[config.mk]
export PLATFORM = sky130hd
export DESIGN_NAME = i2c_target
export DESIGN_NICKNAME = d
export VERILOG_FILES = /design/src/rtl/i2c_target.sv
export SDC_FILE = /design/constraint.sdc
export NUM_CORES = 1
export LEC_CHECK = 0
export CAP_MARGIN = 5
export CORE_ASPECT_RATIO = 1.5
export CORE_UTILIZATION = 45
export CTS_CLUSTER_SIZE = 25
export DETAILED_ROUTE_END_ITERATION = 12
export PLACE_DENSITY_LB_ADDON = 0.2
export SYNTH_ARGS = -nofsm -noshare
export SYNTH_HDL_FRONTEND = slang
export SYNTH_SLANG_ARGS = --single-unit
[constraint.sdc]
create_clock -name clk -period 4.75 [get_ports clk]
set_input_delay 0.95 -clock clk [delete_from_list [all_inputs] [get_ports clk]]
set_output_delay 0.95 -clock clk [all_outputs]
set_load 0.05 [all_outputs]
[src/rtl/i2c_target.sv]
`timescale 1ns/1ps
// I2C register-access target: 7-bit addressed, 8-bit register pointer with
// auto-increment. The first write byte loads the pointer, later write bytes
// become reg_we strobes, and reads stream reg_rdata MSB first. The target
// never stretches SCL and runs entirely from clk, sampling the bus lines
// through synchronizers.
module i2c_target #(
  parameter logic [6:0] DEV_ADDR = 7'h50,
  parameter logic [7:0] RST_PTR  = 8'h00
) (
  input  logic       clk,
  input  logic       rst_n,
  input  logic       scl,
  input  logic       sda_in,
  output logic       sda_oe,
  output logic [7:0] reg_addr,
  output logic [7:0] reg_wdata,
  output logic       reg_we,
  output logic       reg_re,
  input  logic [7:0] reg_rdata,
  output logic       busy
);

  typedef enum logic [3:0] {
    IDLE, ADDR, ADDR_ACK, PTR, PTR_ACK, WDATA, WDATA_ACK, RDATA, RDATA_ACK, WAIT
  } state_t;

  // Synchronizer stages and edge history; all idle-high.
  logic scl_s1, scl_s2, scl_h;
  logic sda_s1, sda_s2, sda_h;
  logic armed;

  state_t     state_reg, state_next;
  logic [3:0] cnt_reg, cnt_next;
  logic [6:0] shift_reg, shift_next;
  logic [7:0] tx_reg, tx_next;
  logic       rw_reg, rw_next;
  logic       oe_reg, oe_next;
  logic [7:0] addr_reg, addr_next;
  logic [7:0] wdata_reg, wdata_next;
  logic       we_reg, we_next;
  logic       re_reg, re_next;
  logic       busy_reg, busy_next;
  logic       re_d;
  logic [7:0] rdata_q;

  logic       scl_rise, scl_fall, start_det, stop_det;
  logic [7:0] rx_byte;

  // Two-flop synchronizers plus one history flop for edge detection.
  always_ff @(posedge clk or negedge rst_n) begin
    if (!rst_n) begin
      scl_s1 <= 1'b1; scl_s2 <= 1'b1; scl_h <= 1'b1;
      sda_s1 <= 1'b1; sda_s2 <= 1'b1; sda_h <= 1'b1;
    end else begin
      scl_s1 <= scl;    scl_s2 <= scl_s1; scl_h <= scl_s2;
      sda_s1 <= sda_in; sda_s2 <= sda_s1; sda_h <= sda_s2;
    end
  end

  // After reset the bus is ignored until both lines have been seen idle-high.
  always_ff @(posedge clk or negedge rst_n) begin
    if (!rst_n) begin
      armed <= 1'b0;
    end else if (scl_s2 && scl_h && sda_s2 && sda_h) begin
      armed <= 1'b1;
    end
  end

  assign scl_rise  = scl_s2 & ~scl_h;
  assign scl_fall  = ~scl_s2 & scl_h;
  assign start_det = armed & scl_s2 & scl_h & sda_h & ~sda_s2;
  assign stop_det  = scl_s2 & scl_h & ~sda_h & sda_s2;
  assign rx_byte   = {shift_reg, sda_s2};

  // Read data arrives the clk after reg_re; hold it for the next byte out.
  always_ff @(posedge clk or negedge rst_n) begin
    if (!rst_n) begin
      re_d    <= 1'b0;
      rdata_q <= 8'h00;
    end else begin
      re_d <= re_reg;
      if (re_d) rdata_q <= reg_rdata;
    end
  end

  // State and datapath registers; reset releases SDA immediately.
  always_ff @(posedge clk or negedge rst_n) begin
    if (!rst_n) begin
      state_reg <= IDLE;
      cnt_reg   <= 4'd0;
      shift_reg <= 7'd0;
      tx_reg    <= 8'h00;
      rw_reg    <= 1'b0;
      oe_reg    <= 1'b0;
      addr_reg  <= RST_PTR;
      wdata_reg <= 8'h00;
      we_reg    <= 1'b0;
      re_reg    <= 1'b0;
      busy_reg  <= 1'b0;
    end else begin
      state_reg <= state_next;
      cnt_reg   <= cnt_next;
      shift_reg <= shift_next;
      tx_reg    <= tx_next;
      rw_reg    <= rw_next;
      oe_reg    <= oe_next;
      addr_reg  <= addr_next;
      wdata_reg <= wdata_next;
      we_reg    <= we_next;
      re_reg    <= re_next;
      busy_reg  <= busy_next;
    end
  end

  // Next-state logic: bus conditions first (STOP beats START), then per-state
  // handling of SCL edges. Bits are sampled on rises, SDA drive changes on falls.
  always_comb begin
    state_next = state_reg;
    cnt_next   = cnt_reg;
    shift_next = shift_reg;
    tx_next    = tx_reg;
    rw_next    = rw_reg;
    oe_next    = oe_reg;
    addr_next  = addr_reg;
    wdata_next = wdata_reg;
    we_next    = 1'b0;
    re_next    = 1'b0;
    busy_next  = busy_reg;

    // Pointer advances the clk after a write strobe.
    if (we_reg) addr_next = addr_reg + 8'd1;

    if (stop_det) begin
      state_next = IDLE;
      oe_next    = 1'b0;
      busy_next  = 1'b0;
      cnt_next   = 4'd0;
    end else if (start_det) begin
      state_next = ADDR;
      oe_next    = 1'b0;
      cnt_next   = 4'd0;
    end else begin
      case (state_reg)
        IDLE, WAIT: begin
        end
        ADDR: begin
          if (scl_rise) begin
            shift_next = rx_byte[6:0];
            cnt_next   = cnt_reg + 4'd1;
            if (cnt_reg == 4'd7) begin
              // General call (address 0) is never acknowledged.
              if (rx_byte[7:1] == DEV_ADDR && rx_byte[7:1] != 7'd0) begin
                rw_next    = rx_byte[0];
                busy_next  = 1'b1;
                state_next = ADDR_ACK;
              end else begin
                state_next = WAIT;
              end
            end
          end
        end
        ADDR_ACK, PTR_ACK, WDATA_ACK: begin
          // cnt 8: ninth clock not yet seen; cnt 9: ninth rise done.
          if (scl_fall && cnt_reg == 4'd8) begin
            oe_next = 1'b1;
          end else if (scl_rise) begin
            cnt_next = 4'd9;
            if (state_reg == ADDR_ACK && rw_reg) re_next = 1'b1;
          end else if (scl_fall && cnt_reg == 4'd9) begin
            cnt_next = 4'd0;
            if (state_reg == ADDR_ACK && rw_reg) begin
              state_next = RDATA;
              oe_next    = ~rdata_q[7];
              tx_next    = {rdata_q[6:0], 1'b0};
            end else begin
              oe_next    = 1'b0;
              state_next = (state_reg == ADDR_ACK) ? PTR : WDATA;
            end
          end
        end
        PTR: begin
          if (scl_rise) begin
            shift_next = rx_byte[6:0];
            cnt_next   = cnt_reg + 4'd1;
            if (cnt_reg == 4'd7) begin
              addr_next  = rx_byte;
              state_next = PTR_ACK;
            end
          end
        end
        WDATA: begin
          if (scl_rise) begin
            shift_next = rx_byte[6:0];
            cnt_next   = cnt_reg + 4'd1;
            if (cnt_reg == 4'd7) begin
              we_next    = 1'b1;
              wdata_next = rx_byte;
              state_next = WDATA_ACK;
            end
          end
        end
        RDATA: begin
          if (scl_rise) begin
            cnt_next = cnt_reg + 4'd1;
            if (cnt_reg == 4'd7) begin
              addr_next  = addr_reg + 8'd1;
              state_next = RDATA_ACK;
            end
          end else if (scl_fall) begin
            oe_next = ~tx_reg[7];
            tx_next = {tx_reg[6:0], 1'b0};
          end
        end
        RDATA_ACK: begin
          if (scl_fall && cnt_reg == 4'd8) begin
            oe_next = 1'b0;
          end else if (scl_rise) begin
            if (!sda_s2) begin
              re_next  = 1'b1;
              cnt_next = 4'd9;
            end else begin
              oe_next    = 1'b0;
              state_next = WAIT;
            end
          end else if (scl_fall && cnt_reg == 4'd9) begin
            cnt_next   = 4'd0;
            state_next = RDATA;
            oe_next    = ~rdata_q[7];
            tx_next    = {rdata_q[6:0], 1'b0};
          end
        end
        default: state_next = IDLE;
      endcase
    end
  end

  assign sda_oe    = oe_reg;
  assign reg_addr  = addr_reg;
  assign reg_wdata = wdata_reg;
  assign reg_we    = we_reg;
  assign reg_re    = re_reg;
  assign busy      = busy_reg;

endmodule

# --- Word-level counts from Yosys, hierarchy flattened ---
# Index checks and enable logic that the tools add are counted.
word_totals:
  ff_bits: 60
  latchBits: 0
  ram_bits: 0
  rom_bits: 0
  inputBits: 12
  output_inout_bits: 20
  n_memories: 0
op_classes:
  addsub: 2
  mul: 0
  div_mod_pow: 0
  magnitude_cmp: 0
  eq_ne: 46
  shifts: 0
  muxes: 82
  n_bitwise: 17
  reduce_logical: 28
ops:
  columns: ["operator", "count"]
  rows:
  - ["$mux W8", 16]
  - ["$mux W4", 27]
  - ["$ne A4 B4 Y1 const B", 14]
  - ["$mux W1", 31]
  - ["$pmux W4 S7", 1]
  - ["$ne A5 B5 Y1 const B", 5]
  - ["$pmux W8 S3", 1]
  - ["$eq A4 B3 Y1 const B", 5]
  - ["$ne A2 B2 Y1 const B", 9]
  - ["$eq A4 B4 Y1 const B", 4]
  - ["$pmux W8 S2", 1]
  - ["$reduce_and A15 Y1", 1]
  - ["$reduce_and A5 Y1", 3]
  - ["$ne A6 B6 Y1 const B", 2]
  - ["$pmux W4 S3", 1]
  - ["$reduce_and A12 Y1", 1]
  - ["$reduce_bool A5 Y1", 2]
  - ["$and A1 B1 Y1", 9]
  - ["$add A8 B1 Y8 const B", 1]
  - ["$eq A4 B2 Y1 const B", 2]
  - ["$not A1 Y1", 8]
  - ["$reduce_bool A2 Y1", 4]
  - ["$eq A7 B7 Y1 const B", 1]
  - ["$logic_and A1 B1 Y1", 7]
  - ["17 further kinds", 19]

# --- Logic depth before layout (Yosys ltp) ---
logic_depth:
  ltp_word: 9
  mapped_depth: 9
  ltp_nobuf: 8

# --- Worst setup path after synthesis ---
# No wires, ideal clock.
synth_timing:
  path_kind: "flip-flop to flip-flop"
  start: "register sda_s2"
  end: "register state_reg[2]"
  setup_ns: 0.125
  arrival_ns: 1.846
  t_required_ns: 4.625
  setup_slack_ns: 2.779
  path_stages_with_launch: 8
  n_path_buf: 1
  period_less_slack_ns: 1.971
  cell_sequence: "dfstp_2 > buf_4 > nand3b_1 > a21o_1 > o21ai_1 > a221o_1 > nor2b_2 > mux2_4"
synth_via:
  elab_chain_cells: 4
synth_lines:
  columns: ["element", "line", "text"]
  rows:
  - ["start, declared", "30", "logic sda_s1, sda_s2, sda_h;"]
  - ["start signal, assigned", "57", "sda_s1 <= sda_in; sda_s2 <= sda_s1; sda_h <= sda_s2;"]
  - ["$not A1 Y1", "72", "assign start_det = armed & scl_s2 & scl_h & sda_h & ~sda_s2;"]
  - ["$and A1 B1 Y1", "72", null]
  - ["$ne A5 B5 Y1 (no line), or another cell as far along", null, null]
  - ["$reduce_and A15 Y1 (no line) or $mux W4 (tied branches)", null, null]
  - ["end signal, assigned", "102", "state_reg <= state_next;"]
  - ["end, declared", "33", "state_t state_reg, state_next;"]
# Several ways; a longest one is shown, not always the timed one.
# A chain may end at the register's enable or synchronous reset.

# --- Worst setup path in the final report ---
layout_timing:
  start: "register we_reg (netlist: reg_we)"
  end: "output reg_we"
layout_rtl:
  columns: ["element", "line", "text"]
  rows:
  - ["start, declared", "41", "logic we_reg, we_next;"]
  - ["start signal, assigned", "110", "we_reg <= we_next;"]
  - ["end, declared", "18", "output logic reg_we,"]
# No word-level cell between the ends.

==> results.sh <==
export IMPL_status="finished with violations"
export IMPL_violations="design-rule violations"
export IMPL_die_y_um=104.8
export IMPL_die_area_sq_um=7392
export IMPL_synth_xor_area_share_pct=3.867
export IMPL_dieWidth_um=70.54
export IMPL_synth_top_area_share_pct=41.83
export IMPL_fmax_ghz=0.3722
export IMPL_synth_area_top_cells="dfrtp_1 42%, mux2_2 8.9%, dfstp_2 5.0%"
export IMPL_p_per_area_nw_per_um2=470.0
export IMPL_reg2reg_to="state_reg[2]"
export IMPL_yosys_most_used_dff="dfrtp_1"
export IMPL_r2r_start="state_reg[3]"
export IMPL_relSlewSlack_pct=51.41
export IMPL_pre_cts_ws_ps=2428
export IMPL_critPathArrivalTime_ps=1740
export IMPL_drc=2
export IMPL_postCtsSetupRepairBufs=0
export IMPL_post_route_period_util_pct=56.56
export IMPL_hold_start="sda_s1"
export IMPL_cts_buffer_depth=2
export IMPL_p_leak_nw=1.637
export IMPL_hold_end="sda_s2"
export IMPL_grt_pass1_wl_mm=12.57
export IMPL_yosys_area_share_simple_pct=18.11
export IMPL_cp_max_fo=9
export IMPL_placed_cell_area_sq_um=3502
export IMPL_slowest_delay_ps=870
export IMPL_holdCritPathClass="register to register"
export IMPL_areaGrowthSynthToFinish_pct=17.68
export IMPL_dp_hpwl_mm=5.129
export IMPL_syn_inst=304
export IMPL_htree_levels=3
export IMPL_setup_tns_ps=0
export IMPL_ys_async_sr_fraction_pct=100.0
export IMPL_path_delay_family="buffers and inverters"
export IMPL_synth_top_family_by_area="simple AND/OR/NAND/NOR gates"
export IMPL_ctsRootBufferMaster="clkbuf_8"
export IMPL_fill_cells=606
export IMPL_crit_required_ps=3800
export IMPL_io_buffers=31
export IMPL_synth_mux_area_fraction_pct=11.76
export IMPL_drt_iter0_drc=169
export IMPL_core_sq_um=6852
export IMPL_slew_violations=0
export IMPL_ctsResizeCount=0
export IMPL_worst_path_max_delay_cell="clkdlybuf4s50_1"
export IMPL_syn_avg_cell_area_sq_um=10.43
export IMPL_ctsHoldBuffers=0
export IMPL_synth_edf_count=0
export IMPL_clk_latency_ps=340
export IMPL_max_cap_violations=0
export IMPL_worst_slack_ps=2063
export IMPL_rsz0062_at_grt="false"
export IMPL_io_pins=32
export IMPL_placedCellCount=399
export IMPL_worstHoldPathCells=0
export IMPL_ir_worst_vdd_v=0.0002935
export IMPL_viasPerCell=5.988
export IMPL_start_util_pct=46.27
export IMPL_nets=348
export IMPL_grt_pass1_vias=2586
export IMPL_drt_total_wl_mm=7.381
export IMPL_total_power_w=0.001754
export IMPL_dr_pass1_iters=8
export IMPL_clkSlewWorstSetupHoldPaths_ps=60
export IMPL_synth_warnings=0
export IMPL_crit_type="register to primary output"
export IMPL_cts_tree="built"
export IMPL_crit_chain="clkdlybuf4s50_1"
export IMPL_cp_num_buf_inv=1
export IMPL_synth_compound_gate_area_share_pct=14.44
export IMPL_grt_usage_pct=22.20
export IMPL_hold_violations=0
export IMPL_rrSetupSlack_ps=2510
export IMPL_instances_no_fill=415
export IMPL_grt_antenna_before_repair=0
export IMPL_ys_ff_latch=59
export IMPL_cts_made_buffers=9
export IMPL_synth_adder_area_share_pct=1.579
export IMPL_syn_nets=320
export IMPL_n_antenna_cell=0
export IMPL_antenna_left=0
export IMPL_finalSetupViolCount=0
export IMPL_detail_route_wl_per_cell_um=17.79
export IMPL_grt_max_degree=60
export IMPL_period_minus_slack_ps=2687
export IMPL_num_rows=37
export IMPL_skew_ps=9.346
export IMPL_grt_overflow_total=0
export IMPL_ys_types=63
export IMPL_layout_drive_gt1_share_pct=18.10
export IMPL_cp_end_kind="primary output"
export IMPL_worst_slew_pin_slew_ps=728.9
export IMPL_dr_total_vias=2485
export IMPL_cp_start_kind="register"
export IMPL_place_congestion=0.9534
export IMPL_clock_sinks=59
export IMPL_ys_seq_area_share_pct=46.80
export IMPL_synth_cell_area_sq_um=3171
export IMPL_post_synth_top_area_cell="dfrtp_1"
export IMPL_final_area_sq_um=3731
export IMPL_r2r_cells=6
==> per-stage QoR <==
step           hold WS, ps  utilization [%]
2_1_floorplan        345.2                -
3_3_place_gp         356.2            51.11
3_5_place_dp         354.3            51.11
4_1_cts              363.8            54.46
5_1_grt              368.6            54.46
6_report             360.3            54.46
==> power breakdown <==
group	switching (W)	internal, W	leakage [nW]
Combinational	0.000258	0.000222	0.744
Sequential	0.000145	0.000605	0.776
Clock	0.000200	0.000324	0.117
Total	0.000603	0.00115	1.64
==> synthesized netlist by cell type, types with 2 or more instances <==
master and number:
a21o_1 2, a21oi_1 14, a22oi_1 7, a31oi_1 3, and2_1 3, and3_1 5, buf_2 6, buf_4 2
clkbuf_1 6, dfrtp_1 53, dfstp_2 6, ha_1 4, inv_1 8, mux2_1 5, mux2_2 25, mux2i_1 2
nand2_1 39, nand2b_1 3, nand3_1 5, nand3b_1 2, nand4_1 4, nand4b_1 2, nor2_1 14, nor2b_1 2
nor3_1 3, nor3_2 3, o2111ai_1 2, o21a_1 3, o21ai_0 6, o21ai_1 8, o21bai_1 3, o221ai_1 3
o22ai_1 6, o31ai_1 2, or3_1 3, xnor2_1 4, xor2_1 10
==> worst max-delay path by stage <==
stage	from	end	slack [ps]	cells past startpoint
floorplan	sda_s2	state_reg[2]	2780	7
global placement	reg_we	reg_we	2450	1
detailed placement	reg_we	reg_we	2430	1
CTS	reg_we	reg_we	2050	1
global route	reg_we	reg_we	2000	1
finish	reg_we	reg_we	2060	1
==> cell usage in the layout (no fill, tap or decap), drive strengths merged, types with 4 or more instances in the layout <==
cell type / instances
clkdlybuf4s50: 30
dfrtp: 53
nand3: 5
and3: 5
nor3: 7
mux2: 31
nand2: 40
xnor2: 4
nand4: 4
o22ai: 6
ha: 4
xor2: 10
or3: 4
nor2: 14
clkbuf: 12
dfstp: 6
a21oi: 15
a22oi: 7
inv: 8
o21ai: 14
==> logic make-up after synthesis <==
group	after synthesis
compound gates	68
mux	33
buf+inv	23
simple gates	103
xor+xnor	14
flops	59
fa+ha+maj	4
==> cell type report <==
class	instances	area [sq um]	share of cell area (%)
repair buffers	32	312.8	8.384
inverters	8	30.03	0.8048
flip-flops and latches	59	1484	39.77
clock inverters	4	73.82	1.979
multi-input cells	222	1578	42.29
well taps	78	97.59	2.616
clock buffers	12	155.1	4.158
==> per-layer routing <==
layer / wire, um / global-route usage, %
met5: 0 / 0
met4: 276 / 13.00
met3: 324 / 4.918
met2: 3679 / 36.41
met1: 3100 / 26.55
Note: power is estimated with default switching activity, not from simulation.
